**config.mk**
```make
export PLATFORM = sky130hd
export DESIGN_NAME = word_serializer_flat
export DESIGN_NICKNAME = d
export VERILOG_FILES = /design/src/rtl/serializer_pkg.sv /design/src/rtl/word_serializer_if.sv /design/src/rtl/word_serializer_hold.sv /design/src/rtl/word_serializer.sv /design/src/flat_wrapper.sv
export SDC_FILE = /design/constraint.sdc
export NUM_CORES = 1
export LEC_CHECK = 0
export ABC_AREA = 1
export BUFFER_PORTS_ARGS = -buffer_cell sky130_fd_sc_hd__buf_2
export CAP_MARGIN = 5
export CORE_ASPECT_RATIO = 1.25
export CORE_UTILIZATION = 25
export DETAILED_ROUTE_END_ITERATION = 10
export GPL_TIMING_DRIVEN = 0
export PLACE_DENSITY = 0.53
export SYNTH_ARGS = -nofsm -noshare
export SYNTH_HDL_FRONTEND = slang
export SYNTH_SLANG_ARGS = --single-unit
```
**constraint.sdc**
```tcl
create_clock -name clock -period 3.4 [get_ports clock]
set_clock_uncertainty 0.1 [all_clocks]
set_input_delay 0.17 -clock clock [delete_from_list [all_inputs] [get_ports clock]]
set_output_delay 0.17 -clock clock [all_outputs]
set_load 0.01 [all_outputs]
```
**src/rtl/serializer_pkg.sv**
```systemverilog
// Shared types and constants for the word serializer.
package serializer_pkg;

    typedef enum logic {IDLE = 1'b0, SHIFT = 1'b1} state_t;

    localparam int DEF_WIDTH = 8;
    localparam int DEF_CNT_W = 16;

    // Bit counter width: ceil(log2(w)), never below 1.
    function automatic int cnt_bits(input int w);
        int r;
        r = 0;
        for (int i = 0; i < 32; i++)
            if ((1 << r) < w) r++;
        return (r < 1) ? 1 : r;
    endfunction

endpackage

```
**src/rtl/word_serializer_if.sv**
```systemverilog
// Load/ready word bus plus serial output and framing status.
interface word_serializer_if #(
    parameter int WIDTH = 8,
    parameter int CNT_W = 16
);
    logic [WIDTH-1:0] din;
    logic             load;
    logic             ready;
    logic             aa;
    logic             busy;
    logic             last;
    logic [CNT_W-1:0] words_sent;

    modport master (output din, load, input ready, aa, busy, last, words_sent);
    modport slave  (input din, load, output ready, aa, busy, last, words_sent);
endinterface

```
**src/rtl/word_serializer_hold.sv**
```systemverilog
// One-word holding register; lets the next word queue behind the one on the wire.
module word_hold_reg #(
    parameter int WIDTH = 8
) (
    input  logic             clock,
    input  logic             rst,
    input  logic             i_write,
    input  logic             i_read,
    input  logic [WIDTH-1:0] i_data,
    output logic [WIDTH-1:0] o_data,
    output logic             o_full
);
    logic [WIDTH-1:0] r_data;
    logic             r_full;

    always_ff @(posedge clock) begin
        if (rst) begin
            r_data <= '0;
            r_full <= 1'b0;
        end else if (i_read) begin
            r_full <= 1'b0;
        end else if (i_write) begin
            r_data <= i_data;
            r_full <= 1'b1;
        end
    end

    assign o_data = r_data;
    assign o_full = r_full;
endmodule

```
**src/rtl/word_serializer.sv**
```systemverilog
// MSB-first parallel-to-serial converter with a one-word skid for gapless streaming.
module word_serializer
    import serializer_pkg::*;
#(
    parameter int   WIDTH      = DEF_WIDTH,
    parameter logic IDLE_LEVEL = 1'b0,
    parameter int   CNT_W      = DEF_CNT_W
) (
    input  logic               clock,
    input  logic               rst,
    word_serializer_if.slave   bus
);
    localparam int             BW       = cnt_bits(WIDTH);
    localparam logic [BW-1:0]  LAST_IDX = BW'(WIDTH - 1);

    state_t           r_state;
    logic [WIDTH-1:0] r_shift;
    logic [BW-1:0]    r_bitcnt;
    logic [CNT_W-1:0] r_words;

    logic [WIDTH-1:0] w_hold_data;
    logic             w_hold_full;
    logic             w_accept;
    logic             w_last;
    logic             w_hold_wr;
    logic             w_hold_rd;

    assign w_accept  = bus.load && !w_hold_full;
    assign w_last    = (r_state == SHIFT) && (r_bitcnt == '0);
    // Mid-word loads park in the hold; a load on the last bit bypasses it.
    assign w_hold_wr = w_accept && (r_state == SHIFT) && (r_bitcnt != '0);
    assign w_hold_rd = w_last && w_hold_full;

    word_hold_reg #(.WIDTH(WIDTH)) u_hold (
        .clock   (clock),
        .rst     (rst),
        .i_write (w_hold_wr),
        .i_read  (w_hold_rd),
        .i_data  (bus.din),
        .o_data  (w_hold_data),
        .o_full  (w_hold_full)
    );

    always_ff @(posedge clock) begin
        if (rst) begin
            r_state  <= IDLE;
            r_shift  <= '0;
            r_bitcnt <= '0;
            r_words  <= '0;
        end else begin
            case (r_state)
                IDLE: begin
                    if (w_accept) begin
                        r_shift  <= bus.din;
                        r_bitcnt <= LAST_IDX;
                        r_state  <= SHIFT;
                    end
                end
                SHIFT: begin
                    if (r_bitcnt != '0) begin
                        r_shift  <= r_shift << 1;
                        r_bitcnt <= r_bitcnt - BW'(1);
                    end else begin
                        r_words <= r_words + CNT_W'(1);
                        if (w_hold_full) begin
                            r_shift  <= w_hold_data;
                            r_bitcnt <= LAST_IDX;
                        end else if (bus.load) begin
                            r_shift  <= bus.din;
                            r_bitcnt <= LAST_IDX;
                        end else begin
                            r_state <= IDLE;
                        end
                    end
                end
                default: r_state <= IDLE;
            endcase
        end
    end

    assign bus.ready      = !w_hold_full;
    assign bus.aa         = (r_state == SHIFT) ? r_shift[WIDTH-1] : IDLE_LEVEL;
    assign bus.busy       = (r_state == SHIFT);
    assign bus.last       = w_last;
    assign bus.words_sent = r_words;
endmodule

```
**src/flat_wrapper.sv**
```systemverilog
// flat-port wrapper written by rule: the top's interface ports become plain ports
module word_serializer_flat import serializer_pkg::*;
#(
    parameter int   WIDTH      = DEF_WIDTH,
    parameter logic IDLE_LEVEL = 1'b0,
    parameter int   CNT_W      = DEF_CNT_W
)
  (clock, rst, bus_din, bus_load, bus_ready, bus_aa, bus_busy, bus_last, bus_words_sent);
  word_serializer_if #(.WIDTH(WIDTH), .CNT_W(CNT_W)) bus_i ();
  input  logic clock;
  input  logic rst;
  input wire logic [$bits(bus_i.din)-1:0] bus_din;
  input wire logic [$bits(bus_i.load)-1:0] bus_load;
  output wire logic [$bits(bus_i.ready)-1:0] bus_ready;
  output wire logic [$bits(bus_i.aa)-1:0] bus_aa;
  output wire logic [$bits(bus_i.busy)-1:0] bus_busy;
  output wire logic [$bits(bus_i.last)-1:0] bus_last;
  output wire logic [$bits(bus_i.words_sent)-1:0] bus_words_sent;
  assign bus_i.din = bus_din;
  assign bus_i.load = bus_load;
  assign bus_ready = bus_i.ready;
  assign bus_aa = bus_i.aa;
  assign bus_busy = bus_i.busy;
  assign bus_last = bus_i.last;
  assign bus_words_sent = bus_i.words_sent;
  word_serializer #(.WIDTH(WIDTH), .IDLE_LEVEL(IDLE_LEVEL), .CNT_W(CNT_W)) u_core (.clock(clock), .rst(rst), .bus(bus_i));
endmodule
```
==> results.toml, run 1 <==
[run_status]
status = "finished clean"

[placement]
pre_cts_ws_ps = 1650
io_buffers = 30
dp.final_hpwl_mm = 3.09
gp_congestion = 0.764

[final_layout]
n_antenna_cell = 0
area_growth_pct = 20.7
nets = 295
utilization = 0.316
drive_gt1_frac = 0.174

[power_and_ir_drop]
power_mw = 0.983
p_int_mw = 0.703
seq_power_share = 0.494
pwr_density_cell_nw_per_um2 = 468
peakVddDrop_v = 0.000248
switching_share = 0.285
p_switching_mw = 0.280
clkPwrFrac = 0.350
p_comb_frac = 0.156
p_leak_nw = 0.928

[yosys]
syn_area_per_cell_um2 = 7.13
syn_inst = 244
netlist_area_um2 = 1740
ys_ff_latch = 37
syn_nets = 258
synth.yosys.seq_area_share = 0.426
synth_cell_types = 26
yosysWarnings = 0

[die]
fp.dieArea_um2 = 7300
die_w_um = 76.6
ios = 31
dieHeight_um = 95.3
core_area_um2 = 6650
initial_core_util = 0.262
core.rowCount = 33

[grt]
antenna_found_initial = 0
grt_remaining_overflow = 0
track_usage = 0.125
grt_pass1_vias = 1541
grt_max_degree = 12
grt_pass1_wl_mm = 7.18

[setup_path]
start_kind = "flip-flop"
crit_slowest_cell = "dfxtp_1"
crit_path_max_fanout = 8
crit_chain = "inv_1 -> ha_1 -> nand2_4 -> nand2_1 -> nand2_2 -> nor2_4 -> nand2_1 -> inv_2 -> nand2_1 -> o21ai_0"
crit_path_start = "u_core.r_bitcnt[0]"
max_stage_delay_ps = 300
worstSetupEndpointType = "flip-flop"
worstPathRequired_ps = 3510
path_class = "reg2reg"
cp.arrival_ps = 1880
crit_top_cell = "nand2_1"
r2r_start = "u_core.r_bitcnt[0]"

[clocking]
hold_buffers = 0
numCtsBuffers = 5
post_cts_buffers = 0
htree_levels = 2
cts_root_buf = "clkbuf_8"
clk_latency_ps = 290
cts_max_path_buffers = 2
cts_resized = 0
clock-sinks = 37
cts_tree = "built"
clk_pin_slew_ps = 80

[route]
vias = 1615
drt_pass1_iterations = 4
drc = 0
drtAntennaViolNets = 0
drt-vias-per-instance = 4.38
wl_per_cell_um = 11.3
first_iter_violations = 39
wirelength_mm = 4.19

[sta]
setup-violations-final = 0
hold_slack_ps = 32.9
maxSlewHeadroom = 0.635
setup-tns-final_ps = 0
timing.fmax_mhz = 564
worst_pin_slew_ps = 547
hold_viol = 0
slew_viol_final = 0
fin_ws_ps = 1630
rsz0062_at_grt = "no"
fin_crit_ps = 1770
fin_crit_sh = 0.521

[min_path]
hp-class = "in2reg"
min_from = "bus_din[0]"

[run]
maxCapViolations = 0
==> per-layer routing <==
metal  GRT usage  part of all wire  up-vias
met5           0                 0        -
met4      0.0481             0.013        0
met3      0.0316             0.035        6
met2       0.225              0.48       29
met1       0.143              0.47      713
li1            -                 -      867
==> critical path: cells and delay by family (launching register included) <==
family | cells | cell delay (ps)
flops | 1 | 300
compound gates | 1 | 70
fa+ha+maj | 1 | 250
simple gates | 6 | 740
buf+inv | 2 | 240
==> kinds of logic (layout without fill, tap and decap cells) <==
| family | count (synthesis) | in the layout | share of synthesized area |
|---|---|---|---|
| DFF | 37 | 37 | 0.426 |
| AOI/OAI and AO/OA | 40 | 40 | 0.129 |
| xor gates and xnor gates | 3 | 3 | 0.0151 |
| buffers and inverters | 30 | 68 | 0.0669 |
| and+or+nand+nor | 131 | 131 | 0.341 |
| adders and majority gates | 3 | 3 | 0.0216 |
==> layout by cell type, fill, tap and decap left out <==
cell type / count
o21bai_1: 2
inv_1: 24
nand3_1: 6
buf_4: 1
nand2_4: 1
a211oi_1: 2
clkinv_2: 1
nor2_1: 48
ha_1: 3
o211ai_1: 6
nor3_1: 7
o21ai_0: 19
clkbuf_8: 7
nand4_1: 6
nor2_8: 1
inv_2: 3
nor4_1: 1
and2_1: 1
buf_2: 30
clkbuf_1: 2
xor2_1: 2
a21oi_1: 11
xnor2_1: 1
dfxtp_1: 37
nand3_2: 1
nand2_2: 1
nand2_1: 52
nor3b_1: 3
nor2_4: 3
==> power by group through the flow <==
stage / logic (mW) / clock network [mW] / registers, mW
after floorplan: 0.112 / 0 / 0.492
after global placement: 0.153 / 0 / 0.496
after detailed placement: 0.154 / 0 / 0.496
after CTS: 0.154 / 0.356 / 0.486
after global routing: 0.174 / 0.376 / 0.490
final: 0.153 / 0.345 / 0.486
==> per-stage QoR <==
stage,cells,instance area (um^2)
final,369,2100
after CTS,369,2100
after floorplan,244,1740
after detailed placement,361,2000
after global placement,361,2000
after global routing,369,2100
==> flip-flops by register name, summed over array words and instances, names as in the netlist <==
signal                 flops
u_core.bus.words_sent     16
u_core.r_shift             8
u_core.u_hold.o_data       8
u_core.r_bitcnt            3
u_core.bus.busy            1
u_core.u_hold.o_full       1
==> cell type report <==
class	instances	area (um^2)
well taps	87	109
clock inverters	1	5.00
flip-flops and latches	37	741
repair buffers	30	150
fillers	736	4550
multi-input cells	177	883
plain buffers	3	15.0
inverters	27	101
clock buffers	7	96.3
==> worst paths after layout <==
kind | to | slack, ps | cells past startpoint
max | u_core.r_shift[1] | 1630 | 10
min | u_core.u_hold.o_data[0] | 30 | 3
max reg2reg | u_core.r_shift[1] | 1630 | 10
min reg2reg | u_core.r_shift[6] | 350 | 2
==> cell usage after synthesis, drive strengths merged <==
cell / n / share of area
a211oi: 2 / 0.0086
a21oi: 11 / 0.032
and2: 1 / 0.0036
buf: 1 / 0.0043
clkbuf: 2 / 0.0043
dfxtp: 37 / 0.43
ha: 3 / 0.022
inv: 27 / 0.058
nand2: 54 / 0.12
nand3: 7 / 0.023
nand4: 6 / 0.022
nor2: 52 / 0.13
nor3: 7 / 0.020
nor3b: 3 / 0.013
nor4: 1 / 0.0036
o211ai: 6 / 0.026
o21ai: 19 / 0.055
o21bai: 2 / 0.0086
xnor2: 1 / 0.0050
xor2: 2 / 0.010
Note: power is estimated with default switching activity, not from simulation.
==> run 2, diff against run 1 <==
==> constraint.sdc (replaced) <==
create_clock -name clock -period 1.65 [get_ports clock]
set_clock_uncertainty 0.1 [all_clocks]
set_input_delay 0.0825 -clock clock [delete_from_list [all_inputs] [get_ports clock]]
set_output_delay 0.0825 -clock clock [all_outputs]
set_load 0.01 [all_outputs]
==> run 2 against run 1 <==
  * Design area up 7.4%
  * Cell count up 2.4%
  * Sequential power up 110%
  * Sequential share of layout area down 2.4 points
  * Die area unchanged
  * Non-clock buffer count up 9
  * The run now ends with hold timing left
==> results.toml, run 2 (synthesis results as in run 1) <==
[run_status]
status = "finished, violations left"
violations = "hold timing"

[sta]
setup-violations-final = 0
fin_crit_sh = 0.940
fin_crit_ps = 1550
slew_viol_final = 0
rsz0062_at_grt = "no"
fin_ws_ps = 99.7
hold_slack_ps = -6.11
maxSlewHeadroom = 0.657
worst_pin_slew_ps = 514
hold_viol = 1
timing.fmax_mhz = 645

[route]
wl_per_cell_um = 11.5
first_iter_violations = 53
drtAntennaViolNets = 0
vias = 1653
drt_pass1_iterations = 4
wirelength_mm = 4.34
drc = 0
drt-vias-per-instance = 4.37

[die]
fp.dieArea_um2 = 7300
core_area_um2 = 6650
core.rowCount = 33
dieHeight_um = 95.3
die_w_um = 76.6
ios = 31
initial_core_util = 0.262

[final_layout]
area_growth_pct = 29.7
nets = 304
final_cell_mix = "nand2_1 (48), nor2_1 (45), dfxtp_1 (36)"
layout_commonest_cell = "nand2_1"
largest_reg_flops = 16
drive_gt1_frac = 0.220
n_antenna_cell = 0
fillers = 725

[setup_path]
worstSetupEndpointType = "flip-flop"
start_kind = "flip-flop"
cp.arrival_ps = 1630
crit_path_max_fanout = 10
path_class = "reg2reg"
worstPathRequired_ps = 1730
reg2regPathDepth = 9

[clocking]
clk_pin_slew_ps = 70
numCtsBuffers = 5
clk_latency_ps = 290
cts_root_buf = "clkbuf_8"
cts_tree = "built"
htree_levels = 2
clock-sinks = 37
cts_max_path_buffers = 2

[grt]
track_usage = 0.130
grt_pass1_wl_mm = 7.41
grt_max_degree = 12
grt_remaining_overflow = 0
antenna_found_initial = 0
grt_pass1_vias = 1595

[placement]
io_buffers = 30
pre_cts_ws_ps = -105
dp.final_hpwl_mm = 3.09
gp_congestion = 0.764

[power_and_ir_drop]
peakVddDrop_v = 0.000535
p_leak_nw = 0.983
pwr_density_cell_nw_per_um2 = 928
power_mw = 2.09

[min_path]
hold_depth = 3
hp-class = "in2reg"

[run]
maxCapViolations = 0
==> run 2: report_power, final <==
part           total (mW)  switching (mW)  internal (mW)
clock               0.707           0.329          0.378
sequential           1.01          0.0447          0.961
combinational       0.381           0.229          0.152
total                2.09           0.603           1.49
==> run 2: final cells by class <==
cell class                 count  area, um^2  share of cell area
buffer                         3        20.0             0.00887
clock buffer                   7        96.3              0.0427
clock inverter                 1        5.00             0.00222
inverter                      27         106              0.0471
multi-input combinational    177         940               0.416
sequential                    37         742               0.329
tap                           87         109              0.0482
timing repair buffer          39         239               0.106
==> run 2: worst paths after layout <==
path / start / to / slack (ps)
hold / removal: bus_din[1] / u_core.u_hold.o_data[1] / -6
setup reg to reg: u_core.r_bitcnt[0] / u_core.u_hold.o_data[2] / 100
setup / recovery: u_core.r_bitcnt[0] / u_core.u_hold.o_data[2] / 100
hold reg to reg: u_core.r_shift[6] / u_core.r_shift[6] / 350
==> run 2: per-layer routing <==
| metal | vias to the layer above | track usage | share of wire |
|---|---|---|---|
| li1 | 883 | - | - |
| met1 | 735 | 0.147 | 0.46 |
| met2 | 29 | 0.236 | 0.50 |
| met3 | 6 | 0.0316 | 0.029 |
| met4 | 0 | 0.0481 | 0.013 |
| met5 | - | 0 | 0 |
==> run 2: what timing repair did <==
action / 4_1_cts / 5_1_grt
pin swaps: 2 / 5
gates resized for setup: 8 / 17
hold buffers: 7 / 0
hold endpoints to repair: 13 / 0
setup buffers: 1 / 1
endpoints found under the setup margin: 27 / 25
==> run 2: worst max-delay path, cell delays in order, from the launching register on <==
cell and delay, ps:
dfxtp_1 310, inv_2 90, ha_4 170, nand2_4 90
nand2_4 80, buf_6 160, nor2_8 70, buf_4 140
o21ai_0 160, nor2_1 50
==> run 2: metrics by stage <==
stage	util	instances	hold WS, ps	area [um^2]	TNS [ps]
4_1_cts	0.333	377	2.01	2210	0
2_1_floorplan	-	244	61.0	1740	0
3_5_place_dp	0.301	361	244	2000	-1070
3_3_place_gp	0.301	361	235	2000	-867
6_report	0.340	378	-6.11	2260	0
5_1_grt	0.340	378	17.2	2260	0
